**src/rtl/fish_motion_ctrl.sv**
```systemverilog
// fish_motion_ctrl
// Per-fish motion generator. Turns a base tick (clk divided by TICK_DIV) into one-cycle
// horizontal/vertical step pulses with direction for a single fish sprite. It supports:
//   - a per-fish speed (one step every movetype+1 ticks),
//   - zig-zag depth bands (vertical direction follows bit BAND_SH of h),
//   - a caught mode (rise one step per tick),
//   - exit detection once h passes H_MAX.
//
// Optional feature macro: LFSR_JITTER_EN
//   When defined, an 8-bit LFSR randomly flips the band direction while swimming.
//
// Ports
//   clk       system clock
//   rst_n     asynchronous reset, active-low
//   h         current fish horizontal position
//   way       0 left, 1 right, 2 caught, 3 hover (vertical only)
//   appear    1 = fish exists
//   movetype  speed: one step every movetype+1 base ticks
//   hm        horizontal step pulse (1 cycle)
//   hdir      horizontal direction, 0 left / 1 right, valid with hm
//   vm        vertical step pulse (1 cycle)
//   up        vertical direction level, 1 up / 0 down, updated only with vm
//   gone      1-cycle pulse on entering EXIT
//   state     IDLE=0 SWIM=1 CAUGHT=2 EXIT=3
module fish_motion_ctrl #(
    parameter int H_W      = 10,
    parameter int CNT_W    = 24,
    parameter int TICK_DIV = 3000000,
    parameter int BAND_SH  = 6,
    parameter int H_MAX    = 720
) (
    input  logic           clk,
    input  logic           rst_n,
    input  logic [H_W-1:0] h,
    input  logic [1:0]     way,
    input  logic           appear,
    input  logic [2:0]     movetype,
    output logic           hm,
    output logic           hdir,
    output logic           vm,
    output logic           up,
    output logic           gone,
    output logic [1:0]     state
);

    typedef enum logic [1:0] {
        IDLE   = 2'd0,
        SWIM   = 2'd1,
        CAUGHT = 2'd2,
        EXIT   = 2'd3
    } state_t;

    localparam logic [CNT_W-1:0] CNT_LAST = CNT_W'(TICK_DIV - 1);
    localparam logic [H_W-1:0]   H_LIMIT  = H_W'(H_MAX);

    state_t           cur_state;
    state_t           next_state;
    logic [CNT_W-1:0] cnt;
    logic [2:0]       sc;
    logic             counting;
    logic             tick;
    logic             step;
    logic             off_screen;
    logic             swim_up;

    // The prescaler only runs while the fish is actively moving (SWIM or CAUGHT).
    assign counting   = (cur_state == SWIM) || (cur_state == CAUGHT);
    assign tick       = counting && (cnt == CNT_LAST);
    // ">=" rather than "==" so that lowering movetype mid-count steps on the next tick
    // instead of wrapping sc all the way around through 7.
    assign step       = tick && (cur_state == SWIM) && (sc >= movetype);
    assign off_screen = (h > H_LIMIT);
    assign state      = cur_state;

`ifdef LFSR_JITTER_EN
    logic [7:0] lfsr;

    // Fibonacci LFSR x^8+x^6+x^5+x^4+1, advanced once per base tick.
    always_ff @(posedge clk or negedge rst_n) begin
        if (!rst_n) begin
            lfsr <= 8'hA5;
        end else if (tick) begin
            lfsr <= {lfsr[6:0], lfsr[7] ^ lfsr[5] ^ lfsr[4] ^ lfsr[3]};
        end
    end

    // Even band swims up, odd band down, occasionally flipped by the LFSR.
    assign swim_up = ~h[BAND_SH] ^ ((lfsr[2:1] == 2'b00) & lfsr[0]);
`else
    // Even band swims up, odd band down.
    assign swim_up = ~h[BAND_SH];
`endif

    // State register.
    always_ff @(posedge clk or negedge rst_n) begin
        if (!rst_n) begin
            cur_state <= IDLE;
        end else begin
            cur_state <= next_state;
        end
    end

    // Next-state logic; within each state, disappearance beats capture beats exit.
    always_comb begin
        next_state = cur_state;
        case (cur_state)
            IDLE: begin
                if (appear && (way == 2'd2)) next_state = CAUGHT;
                else if (appear)             next_state = SWIM;
            end
            SWIM: begin
                if (!appear)            next_state = IDLE;
                else if (way == 2'd2)   next_state = CAUGHT;
                else if (off_screen)    next_state = EXIT;
            end
            CAUGHT: begin
                if (!appear)            next_state = IDLE;
                else if (way != 2'd2)   next_state = SWIM;
            end
            EXIT: begin
                if (!appear)            next_state = IDLE;
            end
            default: next_state = IDLE;
        endcase
    end

    // Prescaler and step divider. sc is held in CAUGHT so that swimming resumes
    // mid-count when the fish is released.
    always_ff @(posedge clk or negedge rst_n) begin
        if (!rst_n) begin
            cnt <= '0;
            sc  <= '0;
        end else if (!counting) begin
            cnt <= '0;
            sc  <= '0;
        end else begin
            cnt <= tick ? '0 : cnt + CNT_W'(1);
            if (tick && (cur_state == SWIM)) begin
                sc <= (sc >= movetype) ? 3'd0 : sc + 3'd1;
            end
        end
    end

    // Registered outputs. The pulse decision uses the current (old) state, so a step
    // that lands on a state change is still emitted as that state would have.
    always_ff @(posedge clk or negedge rst_n) begin
        if (!rst_n) begin
            hm   <= 1'b0;
            hdir <= 1'b0;
            vm   <= 1'b0;
            up   <= 1'b0;
            gone <= 1'b0;
        end else begin
            hm   <= 1'b0;
            vm   <= 1'b0;
            gone <= (cur_state != EXIT) && (next_state == EXIT);
            if (step) begin
                vm <= 1'b1;
                up <= swim_up;
                if (!way[1]) begin
                    hm   <= 1'b1;
                    hdir <= way[0];
                end
            end else if (tick && (cur_state == CAUGHT)) begin
                vm <= 1'b1;
                up <= 1'b1;
            end
        end
    end

endmodule
```
**config.mk**
```make
export PLATFORM = sky130hd
export DESIGN_NAME = fish_motion_ctrl
export DESIGN_NICKNAME = d
export VERILOG_FILES = /design/src/rtl/fish_motion_ctrl.sv
export SDC_FILE = /design/constraint.sdc
export NUM_CORES = 1
export LEC_CHECK = 0
export CAP_MARGIN = 20
export CORE_UTILIZATION = 32
export CTS_CLUSTER_DIAMETER = 120
export CTS_CLUSTER_SIZE = 24
export DETAILED_ROUTE_END_ITERATION = 10
export SYNTH_ARGS = -nofsm -noshare
export SYNTH_HDL_FRONTEND = slang
export SYNTH_SLANG_ARGS = --single-unit
```
**constraint.sdc**
```tcl
create_clock -name clk -period 3.4 [get_ports clk]
set_clock_uncertainty 0.2 [all_clocks]
set_input_delay 0.68 -clock clk [delete_from_list [all_inputs] [get_ports clk]]
set_output_delay 0.68 -clock clk [all_outputs]
set_load 0.02 [all_outputs]
```
==> results.cfg, run 1 <==
[detailed_routing]
post-route-drc-count = 0
wire_per_inst_um = 12.7
drt_iter0_drc = 48
dr.pass1.iters = 4
drt_wl_total_um = 4010
via_count = 1569
viasPerCell = 4.98
final_antenna_net_count = 0

[layout]
nets = 266
num_antenna_cells = 0
fillers = 596
layout_common_cells = nor2_1 (37), dfrtp_1 (34), clkdlybuf4s50_1 (24)
layout-drive-gt1-share_pct = 5.00
synthToLayoutAreaGrowth_pct = 21.4
final_common_cell = nor2_1

[logic_synthesis]
synth.distinct_cells = 42
ys.flop_type = dfrtp_1
synth_area_per_cell_um2 = 9.30
syn_nets = 237
synth_top_cell_area_share_pct = 43.6
yosys_warnings = 0
synth_top_cell_by_area = dfrtp_1
ys_ff_latch = 34
netlist_area_um2 = 1950
synth-seq-area-share_pct = 43.6
synthCells = 210
async_reset_ff_share_pct = 100
synth_area_leaders = dfrtp_1 (44%), nor2_1 (7.1%), xor2_1 (5.8%)
synth-edff-count = 0

[clock_tree]
clock_path_buffers = 2
postCtsSetupRepairBufs = 0
cts_root_buf = clkbuf_8
postCtsHoldBufs = 0
cts_tree = built
cts_sinks = 34
cts_made_buffers = 5
cts.clk_slew.worst_paths_ns = 0.07
worst_skew_pair.late_latency_ns = 0.29
post_cts_resized = 0
htree_levels = 2

[grt]
grt_max_degree = 35
grt_pass1_wl_um = 7040
grt_overflow = 0
grt_pass1_vias = 1510
antenna_found_initial = 0
grt_usage_pct = 14.4

[setup_path]
rr_worst_depth = 5
crit_arrival_ns = 2.65
reg2reg_to = hdir
worstPathRequired_ns = 3.38
r2r_setup_slack_ns = 0.72
r2r_start = cnt[17]
crit_fanout = 6
start_kind = flop
critical_path_class = reg -> reg
cp-end-kind = flop

[floorplan]
start_util_pct = 33.0
die_h_um = 80.1
die_x_um = 80.1
coreArea_um2 = 5920
rows = 28
ios = 25
dieArea_um2 = 6420

[pwr]
p_per_area_nw_per_um2 = 447
p_leak_nw = 1.01
ir_worst_vdd_mv = 0.202

[flow_run]
cap_violations = 0

[timing]
clock.fmax_mhz = 373
max_slew_margin_pct = 71.7
final_max_slew_viol_count = 0
timing.setup.tns_ns = 0
setup_slack_ns = 0.722
worst_slew_pin_slew_ns = 0.419
setup_viol_count_final = 0
rsz0062_at_grt = false
final-hold-violation-count = 0
period_minus_slack_ns = 2.68
min_period_over_period_pct = 78.8

[hold_path]
hp-start = cnt[0]
min_path_type = reg -> reg
hold_end = cnt[0]
holdPathStages = 1

[placement]
gp_congestion = 0.814
place_ws_ns = 0.730
dpl.hpwl_um = 2910
port_buffers = 24

[outcome]
status = finished clean
## metrics by stage
stage	instances	instance area, um2	hold slack (ns)	util [%]	power [mW]
floorplan	210	1950	0.184	-	0.671
global placement	307	2280	0.291	38.5	0.766
detailed placement	307	2280	0.296	38.5	0.765
CTS	315	2370	0.308	40.0	1.08
global route	315	2370	0.327	40.0	1.14
finish	315	2370	0.298	40.0	1.06
## area by class of cell
class	count	area, um2	area share (%)
multi-input combinational	163	1040	44.0
inverter	8	30.0	1.27
timing repair buffer	27	263	11.1
clock buffer	7	86.3	3.64
tap	75	93.8	3.96
sequential	34	851	35.9
clock inverter	1	5.00	0.211
## metal layers
metal  part of all wire, %  up-vias  global-route usage, %
li1                      -      788                      -
met1                    50      739                   19.6
met2                    43       36                   21.9
met3                   6.2        6                   3.52
met4                   1.3        0                   5.89
met5                     0        -                      0
## how the worst max path moves through the flow
stage	end	cells after the start	startpoint	slack [ns]
final	hdir	5	cnt[17]	0.72
after global placement	cnt[14]	6	cnt[17]	0.75
after detailed placement	hdir	5	cnt[17]	0.73
after global routing	cnt[9]	6	cnt[17]	0.62
after floorplan	hdir	5	cnt[17]	0.83
after CTS	hdir	5	cnt[17]	0.72
## cells by family after synthesis
kind of cell             synth area share [%]
AND/OR/NAND/NOR                          29.0
AO/OA/AOI/OAI                            7.11
XOR/XNOR                                 9.87
flip-flops                               43.6
buffers and inverters                    3.08
adder cells (fa/ha/maj)                  5.77
multiplexers                             1.60
## synth_stat cells, types with 2 or more instances
cell	number
a21oi_1	6
clkbuf_1	2
xnor2_1	9
a21o_1	2
nor2b_1	3
and3_1	3
and4_1	2
o21ai_0	4
xor2_1	13
o21a_1	3
mux2i_1	2
nand4_1	10
nor4_1	2
and2_1	2
ha_1	9
nand2_1	17
dfrtp_1	34
or4_1	2
nor4bb_1	2
nand3_1	11
buf_4	3
inv_1	8
nor2_1	37
or3_1	4
nor3_1	3
## critical path, stage by stage, from the launching register on
cell	delay, ns
dfrtp_1	0.43
or4b_1	0.51
or3_1	0.36
or4_4	0.57
nor3_4	0.14
mux2_1	0.34
## registers in the layout (all words and copies together) (netlist names)
| register | flops |
|---|---|
| gone | 1 |
| hdir | 1 |
| up | 1 |
| vm | 1 |
| sc | 3 |
| state | 2 |
| hm | 1 |
| cnt | 24 |
## power breakdown
part	internal [mW]	total, mW	switching [mW]
combinational	0.112	0.296	0.184
sequential	0.429	0.457	0.0281
clock	0.163	0.307	0.144
Note: power is estimated with default switching activity, not from simulation.
==> run 2: changes to the inputs <==
clock period = 2.25 ns   (was 3.4 ns; I/O delays follow)
==> results.cfg, run 2 (same netlist as run 1, synthesis figures left out) <==
[timing]
period_minus_slack_ns = 2.46
final_max_slew_viol_count = 0
rsz0062_at_grt = true
setup_viol_count_final = 25
whs_ns = 0.328
worst_slew_pin_slew_ns = 0.446
min_period_over_period_pct = 109
final-hold-violation-count = 0
setup_slack_ns = -0.210
max_slew_margin_pct = 70.3
clock.fmax_mhz = 406

[detailed_routing]
via_count = 1696
wire_per_inst_um = 13.2
viasPerCell = 4.96
final_antenna_net_count = 0
post-route-drc-count = 0
drt_wl_total_um = 4510
drt_iter0_drc = 65
dr.pass1.iters = 4

[pwr]
p_total_mw = 1.76
p_leak_nw = 1.16
ir_worst_vdd_mv = 0.373
p_per_area_nw_per_um2 = 679

[setup_path]
cp_slowest_cell = or4b_1
crit_fanout = 3
crit_chain = or4b_1 -> or3_4 -> or4_4 -> nor3_4 -> mux2_4
crit_arrival_ns = 2.42
slowest_delay_ns = 0.52
start_kind = flop
cp-end-kind = flop
critical_path_class = reg -> reg
cp_num_cells = 5
cp_num_buf_inv = 0
cp_top_family = simple AND/OR/NAND/NOR gates
r2r_setup_slack_ns = -0.21
worstPathRequired_ns = 2.21
rr_worst_depth = 5

[hold_path]
min_path_type = reg -> reg
holdPathStages = 1

[grt]
grt_pass1_wl_um = 7600
grt_max_degree = 35
grt_usage_pct = 15.5
antenna_found_initial = 0
grt_pass1_vias = 1637
grt_overflow = 0

[layout]
layout-drive-gt1-share_pct = 15.7
final_common_cell = nor2_1
fin_util_pct = 43.9
synthToLayoutAreaGrowth_pct = 33.0
nets = 293
fillers = 595
num_antenna_cells = 0
largest_reg_flops = 24
finalNonFillerCells = 342
regMostFlops = cnt
layout_common_cells = nor2_1 (37), dfrtp_1 (34), buf_4 (29)

[clock_tree]
htree_levels = 2
worst_skew_pair.late_latency_ns = 0.28
cts.clk_slew.worst_paths_ns = 0.07
cts_sinks = 34
postCtsSetupRepairBufs = 0
clock_path_buffers = 2
cts_root_buf = clkbuf_8
cts_tree = built
cts_made_buffers = 5
postCtsHoldBufs = 0

[floorplan]
coreArea_um2 = 5920
ios = 25
die_x_um = 80.1
rows = 28
die_h_um = 80.1
dieArea_um2 = 6420
start_util_pct = 33.0

[placement]
port_buffers = 24
gp_congestion = 0.783
dpl.hpwl_um = 3330
placed_cells = 334

[flow_run]
cap_violations = 0

[outcome]
failed_checks = negative setup slack
status = finished, violations left
-- run 2: changes by cell type in the layout (fill, tap and decap cells not counted) --
cell	change
or3_4	+1
nand2_2	+1
buf_4	+26
mux2_1	-1
nand2_1	-1
buf_12	+1
mux2_4	+1
or3_1	-1
-- run 2: area by class of cell --
cell class / count / area (um2) / area share [%]
Clock buffer: 7 / 86.3 / 3.32
Timing Repair Buffer: 54 / 478 / 18.4
Inverter: 8 / 30.0 / 1.16
Tap cell: 75 / 93.8 / 3.61
Sequential cell: 34 / 851 / 32.8
Multi-Input combinational cell: 163 / 1050 / 40.6
Clock inverter: 1 / 5.00 / 0.193
-- run 2: power by group --
group / leakage (nW) / switching, mW / internal, mW
logic: 0.639 / 0.342 / 0.286
clock network: 0.0482 / 0.218 / 0.247
registers: 0.471 / 0.0230 / 0.648
-- run 2: repair_timing --
item,4_1_cts,5_1_grt
endpoints found under the hold margin,0,0
gates resized for setup,2,0
setup endpoints to repair,25,27
-- run 2: worst paths after layout --
check / startpoint / end
min: hdir / hdir
max reg2reg: cnt[17] / hdir
min in group asynchronous: rst_n / vm
max in group asynchronous: rst_n / cnt[11]
max: cnt[17] / hdir
min reg2reg: hdir / hdir
-- run 2: stage by stage --
stage	instance area, um2	setup WS [ns]	TNS (ns)
floorplan	1960	-0.196	-3.86
CTS	2600	-0.209	-4.43
detailed placement	2500	-0.210	-4.51
finish	2600	-0.210	-4.37
global placement	2500	-0.180	-4.05
global route	2600	-0.259	-5.53
-- run 2: metal layers --
layer | share of wire [%] | vias up | GRT usage [%]
met1 | 49 | 798 | 20.4
met3 | 5.9 | 5 | 3.41
met2 | 45 | 43 | 25.5
li1 | - | 850 | -
met4 | 0.78 | 0 | 4.11
met5 | 0 | - | 0
